`src/rtl/sparc_exu_alu_pipe.sv`:
```
// sparc_exu_alu_pipe: pipelined integer ALU for the EXU.
// Computes ADD/ADDC/SUB, AND/OR/XOR (with optional rs2 inversion), MOVE and
// rs3 pass-through. It also produces {N,Z,V,C} over the full and low-half
// width, plus a VA-range check. The result then moves through STAGES
// valid/ready pipeline registers. A stalled stage holds its contents.
//
// Ports:
//   rclk, arst_l        clock, asynchronous active-low reset (valid bits only)
//   in_vld / in_rdy     operation handshake; in_rdy is combinational from out_rdy
//   op, inv, cin        opcode, rs2 inversion for logic ops, carry-in for ADD
//   rs1, rs2, rs3, tag  operands and destination tag
//   out_vld / out_rdy   result handshake
//   result, out_tag     result and its tag
//   cc_full, cc_half    {N,Z,V,C} over WIDTH bits and over the low WIDTH/2 bits
//   va_invalid          result[WIDTH-1:VA_W-1] is neither all-0 nor all-1
module sparc_exu_alu_pipe #(
  parameter int WIDTH  = 64,
  parameter int VA_W   = 48,
  parameter int STAGES = 2
) (
  input  logic             rclk,
  input  logic             arst_l,
  input  logic             in_vld,
  output logic             in_rdy,
  input  logic [2:0]       op,
  input  logic             inv,
  input  logic             cin,
  input  logic [WIDTH-1:0] rs1,
  input  logic [WIDTH-1:0] rs2,
  input  logic [WIDTH-1:0] rs3,
  input  logic [4:0]       tag,
  output logic             out_vld,
  input  logic             out_rdy,
  output logic [WIDTH-1:0] result,
  output logic [4:0]       out_tag,
  output logic [3:0]       cc_full,
  output logic [3:0]       cc_half,
  output logic             va_invalid
);
  localparam int H       = WIDTH / 2;
  localparam int VA_SPAN = WIDTH - VA_W + 1;

  typedef struct packed {
    logic [WIDTH-1:0] res;
    logic [4:0]       tag;
    logic [3:0]       ccf;
    logic [3:0]       cch;
    logic             va;
  } pld_t;

  // ---------------------------------------------------------------- compute
  logic               is_sub, is_arith, c_in, c_half, v_full, v_half;
  logic [WIDTH-1:0]   b_arith, b_log, res;
  logic [WIDTH:0]     sum;
  logic [VA_SPAN-1:0] va_bits;
  pld_t               pld_d;

  always_comb begin
    is_sub   = (op == 3'd1);
    // Reserved opcode 7 aliases ADD.
    is_arith = (op == 3'd0) || is_sub || (op == 3'd7);
    // SUB is done as rs1 + ~rs2 + 1, so one adder serves both.
    b_arith  = is_sub ? ~rs2 : rs2;
    c_in     = is_sub | cin;
    sum      = {1'b0, rs1} + {1'b0, b_arith} + {{WIDTH{1'b0}}, c_in};
    // Carry out of the low half equals the carry into bit H of the full sum.
    c_half   = sum[H] ^ rs1[H] ^ b_arith[H];
    v_full   = (rs1[WIDTH-1] == b_arith[WIDTH-1]) && (sum[WIDTH-1] != rs1[WIDTH-1]);
    v_half   = (rs1[H-1] == b_arith[H-1]) && (sum[H-1] != rs1[H-1]);
    b_log    = inv ? ~rs2 : rs2;
    case (op)
      3'd2:    res = rs1 & b_log;
      3'd3:    res = rs1 | b_log;
      3'd4:    res = rs1 ^ b_log;
      3'd5:    res = rs2;
      3'd6:    res = rs3;
      default: res = sum[WIDTH-1:0];
    endcase
    va_bits   = res[WIDTH-1:VA_W-1];
    pld_d.res = res;
    pld_d.tag = tag;
    // The adder carry becomes a borrow for SUB, so it is inverted there.
    pld_d.ccf = {res[WIDTH-1], ~|res, is_arith & v_full,
                 is_arith & (sum[WIDTH] ^ is_sub)};
    pld_d.cch = {res[H-1], ~|res[H-1:0], is_arith & v_half,
                 is_arith & (c_half ^ is_sub)};
    pld_d.va  = (|va_bits) & ~(&va_bits);
  end

  // --------------------------------------------------------------- pipeline
  // Stage STAGES-1 is the output stage.
  logic [STAGES-1:0] vld_pipe, vld_nxt, ld, msk;
  pld_t              pipe_q [STAGES];
  pld_t              pipe_d [STAGES];

  // A stage loads when out_rdy is high or when it, or any stage downstream of
  // it, is empty. The bubble then collapses forward in the same cycle.
  always_comb begin
    ld  = '0;
    msk = '0;
    for (int k = 0; k < STAGES; k++) begin
      msk = '0;
      for (int j = 0; j < k; j++) msk[j] = 1'b1;
      ld[k] = out_rdy | ~&(vld_pipe | msk);
    end
  end

  always_comb begin
    vld_nxt    = '0;
    vld_nxt[0] = in_vld;
    pipe_d[0]  = pld_d;
    for (int k = 1; k < STAGES; k++) begin
      vld_nxt[k] = vld_pipe[k-1];
      pipe_d[k]  = pipe_q[k-1];
    end
  end

  always_ff @(posedge rclk or negedge arst_l) begin
    if (!arst_l) begin
      vld_pipe <= '0;
    end else begin
      for (int k = 0; k < STAGES; k++)
        if (ld[k]) vld_pipe[k] <= vld_nxt[k];
    end
  end

  // Payload registers have no reset. They are qualified by vld_pipe only.
  always_ff @(posedge rclk) begin
    for (int k = 0; k < STAGES; k++)
      if (ld[k]) pipe_q[k] <= pipe_d[k];
  end

  assign in_rdy     = ld[0];
  assign out_vld    = vld_pipe[STAGES-1];
  assign result     = pipe_q[STAGES-1].res;
  assign out_tag    = pipe_q[STAGES-1].tag;
  assign cc_full    = pipe_q[STAGES-1].ccf;
  assign cc_half    = pipe_q[STAGES-1].cch;
  assign va_invalid = pipe_q[STAGES-1].va;

endmodule

```
`config.mk`:
```
export PLATFORM = sky130hd
export DESIGN_NAME = sparc_exu_alu_pipe
export DESIGN_NICKNAME = d
export VERILOG_FILES = /design/src/rtl/sparc_exu_alu_pipe.sv
export SDC_FILE = /design/constraint.sdc
export NUM_CORES = 1
export LEC_CHECK = 0
export ABC_AREA = 1
export CORE_ASPECT_RATIO = 0.8
export CORE_MARGIN = 2
export CORE_UTILIZATION = 46
export CTS_BUF_LIST = sky130_fd_sc_hd__clkbuf_8
export CTS_CLUSTER_DIAMETER = 150
export DETAILED_ROUTE_END_ITERATION = 16
export HOLD_SLACK_MARGIN = 0.02
export MAX_ROUTING_LAYER = met4
export PLACE_DENSITY = 0.74
export SKIP_CTS_REPAIR_TIMING = 1
export SLEW_MARGIN = 20
export SYNTH_ARGS = -nofsm -noshare
export SYNTH_HDL_FRONTEND = slang
export SYNTH_SLANG_ARGS = --single-unit
```
`constraint.sdc`:
```
create_clock -name rclk -period 5.96 [get_ports rclk]
set_input_delay 1.192 -clock rclk [delete_from_list [all_inputs] [get_ports rclk]]
set_output_delay 1.192 -clock rclk [all_outputs]
set_load 0.005 [all_outputs]
```
==> impl_results.md <==
- Post-synthesis mux area share: 0%
- Fmax: 191 MHz
- Nature of the critical path endpoint: flip-flop
- Status: completed
- Post-synthesis sequential area ratio: 27.7%
- Met1 Use GR: 51.0%
- CP required: 6.28 ns
- Average via count per standard cell: 5.26
- Distinct cells, synth: 38
- Reg clk slew, reported paths: 0.08 ns
- Final hold viol count: 0
- Area grow syn2layout: 26.4%
- Chip height: 174 um
- Worst-skew pair later-pin latency: 0.46 ns
- Worst hold path type: reg2reg
- Clock share of power: 19.5%
- Max Clock Skew: 0.0165 ns
- GRT Max-Usage Layer: met1
- Synth Register Bits: 154
- Slowest library cell on the worst path: clkdlybuf4s50_1
- H-tree levels: 4
- Routability cong.: 1.04
- Critical path, cell by cell: clkdlybuf4s50_1, nor2_1, nand2_4, buf_4, buf_4, xor2_1, ha_1, buf_4, nand2_1, nand2_1, nand2_1, nand2_1, a21oi_1, nor2_1, nor2_1, nand2_1, o211ai_1, nand2_1, nor2_1, nand2_1, nor2_2, nand3_1, nor2_1
- Total Routing Usage GR: 35.5%
- Yosys top cell by area: edfxtp_1
- FILL cells: 3375
- Largest family of logic cells by synthesized area: simple AND/OR/NAND/NOR gates
- Max-Cap Viols: 0
- Min Tclk post-route: 5.25 ns
- Setup TNS: 0 ns
- Int Power: 2.61 mW
- Sw Ratio: 38.8%
- Final Max Slew Viols: 0
- Num CTS Buffers: 17
- Proportion of layout cells with a drive suffix above 1: 5.11%
- Post-route ant nets: 0
- Crit path kind: in2reg
- Global Route met3 Usage: 11.0%
- Comb power frac: 45.7%
- Worst Path Buf+Inv: 4
- Compound-Gate Fraction of Synth Area: 9.33%
- Via count: 17.5k
- CORE AREA: 35800 um^2
- Row Count: 62
- Most frequent cell on the critical path: nand2_1
- Initial antenna violation count: 8
- CTS Buffer Depth: 2
- Largest stage delay, worst path: 0.65 ns
- Sw power: 1.66 mW
- Area share of the largest cell type after synthesis: 27.4%
- Vias in the first global route: 16.4k
- Final Cycle Share: 88.1%
- Post-Synth Simple-Gate Area: 27.2%
- Area contributors post-synth: edfxtp_1, nand2_1, ha_1
- Cells after Synth: 2483
- Pleak: 10.8 nW
- Die Wd: 217 um
- Largest net degree at the start of global routing: 64
- Seq pwr share: 34.8%
- Multi-input combinational cell area: 9840 um^2
- First-pass GRT wire length: 97.5 mm
- DP Worst Slack: 0.389 ns
- I/O Buffers: 285
- Congestion Overflow GR: 0
- DIE AREA: 37800 um^2
- Mean Syn Cell Area: 6.71 um^2
- Fin Hold WS: 0.424 ns
- Initial drt markers: 1980
- Dpl cells: 3283
- FF-to-FF setup slack: 4.12 ns
- RSZ-0062 raised after global routing: no
- Synth Area in Adders: 14.6%
- Final cell count without fillers: 3323
- Root Driver: clkbuf_8
- Syn_nets: 2882
- Initial Utilization: 46.6%
- Routed WL per cell: 19.8 um
- # IOs: 286
- Startpoint types: input port
- Xor/xnor share of the synthesized area: 7.62%
- Global Route met2 Usage: 48.6%
- Clock sink total: 154
- Post-route cell area: 21100 um^2
- DRC: 0
- Largest vdd supply drop: 201 uV
- CTS tree: built
- Pwr/cell area: 203 nW/um^2
- Final critical-path setup slack: 0.711 ns
- Reg area: 4610 um^2
- Synthesized area: 16700 um^2
- Crit path DAT: 5.57 ns
- Final setup violation count: 0
- Nets: 3221
- Crit-path leading delay family: simple AND/OR/NAND/NOR gates
- Slew headroom: 41.8%
- First-pass DRT Iterations: 6
- Post-DP Area: 20600 um^2
- Crit Path Max Fanout: 17
- Detailed Place HPWL: 55.0 mm
- Final WL: 65.8 mm
- Yosys warnings: 0
- Measured slew at the worst slew-check pin: 0.868 ns
## metrics by stage
step	power (mW)	utilization, %
6_report	4.27	58.9
3_5_place_dp	3.39	57.6
2_1_floorplan	2.48	-
4_1_cts	4.23	58.8
3_3_place_gp	3.36	57.6
5_1_grt	4.50	58.9
## path summary, 6_finish.rpt
path,start,to,cells after the start
setup / recovery,op[1],pipe_q[0][7],23
hold reg to reg,pipe_q[0][59],pipe_q[0][137],0
min in group asynchronous,arst_l,vld_pipe[1],1
max in group asynchronous,arst_l,vld_pipe[0],1
setup reg to reg,vld_pipe[1],pipe_q[0][76],2
hold / removal,pipe_q[0][59],pipe_q[0][137],0
## worst reg2reg max path: cells and delay by family (launching register included)
kind / cells / cell delay [ns]
buffers and inverters: 1 / 0.71
AND/OR/NAND/NOR: 1 / 0.25
flip-flops: 1 / 0.46
## metal layers
layer	vias up	routed length, um
li1	8410	-
met1	8136	30500
met2	865	26200
met3	81	8070
met4	0	1100
met5	-	0
## sequential cells by signal (all words and copies together) (netlist names)
signal	flops
pipe_q	152
vld_pipe	2
## cell families (layout without fill, tap and decap cells)
family,count (synthesis),in the layout
buffers and inverters,584,936
other,0,8
adder cells (fa/ha/maj),193,193
XOR/XNOR,145,145
flip-flops,154,154
AO/OA/AOI/OAI,269,269
AND/OR/NAND/NOR,1138,1138
## layout by cell type, fill, tap and decap left out, types with 3 or more instances in the layout
master           Yosys  routed
a211oi_1            39      39
a21oi_1             71      71
a221oi_1             7       7
and2_1               5       5
buf_12               0       4
buf_4                6      86
bufinv_16            0       3
clkbuf_8             0      17
clkdlybuf4s50_1      0     284
clkinvlp_4           0       3
diode_2              0       8
edfxtp_1           152     152
ha_1               191     191
inv_1              525     525
inv_2                5       5
inv_6                0       5
nand2_1            813     811
nand3_1            101      99
nand3_2              2       3
nand3b_1             5       5
nand4_1             20      20
nor2_1             167     166
nor3_1              12      12
o2111ai_1            7       7
o211ai_1             7       7
o21ai_0            117     117
o21ai_1              8       8
o21bai_1             6       6
o22ai_1              3       3
or2_2                6       6
xnor2_1             82      82
xor2_1              63      63
## synth_stat cells (all sizes together)
cell type	instances
nand2	815
inv	530
ha	191
nor2	170
edfxtp	152
o21ai	125
nand3	103
xnor2	82
a21oi	71
xor2	63
a211oi	39
buf	36
nand4	20
clkbuf	18
nor3	12
a221oi	8
o2111ai	7
o211ai	7
o21bai	6
or2	6
and2	5
nand3b	5
o22ai	3
and3	2
dfrtp	2
fa	2
a2111oi	1
a21boi	1
o2111a	1
## power by group through the flow
stage	clock network [mW]	logic [mW]	registers (mW)
final	0.833	1.95	1.48
after global routing	0.883	2.12	1.50
after CTS	0.846	1.90	1.49
after detailed placement	0	1.89	1.51
after global placement	0	1.85	1.50
after floorplan	0	0.973	1.50
## final cells by class
class,instances,share of cell area [%]
Clock buffer,17,1.11
Multi-Input combinational cell,1745,46.7
Antenna cell,8,0.0951
Clock inverter,15,0.880
Timing Repair Buffer,374,17.0
Tap cell,480,2.85
Sequential cell,154,21.9
Inverter,530,9.45
(Power assumes the default switching activity.)
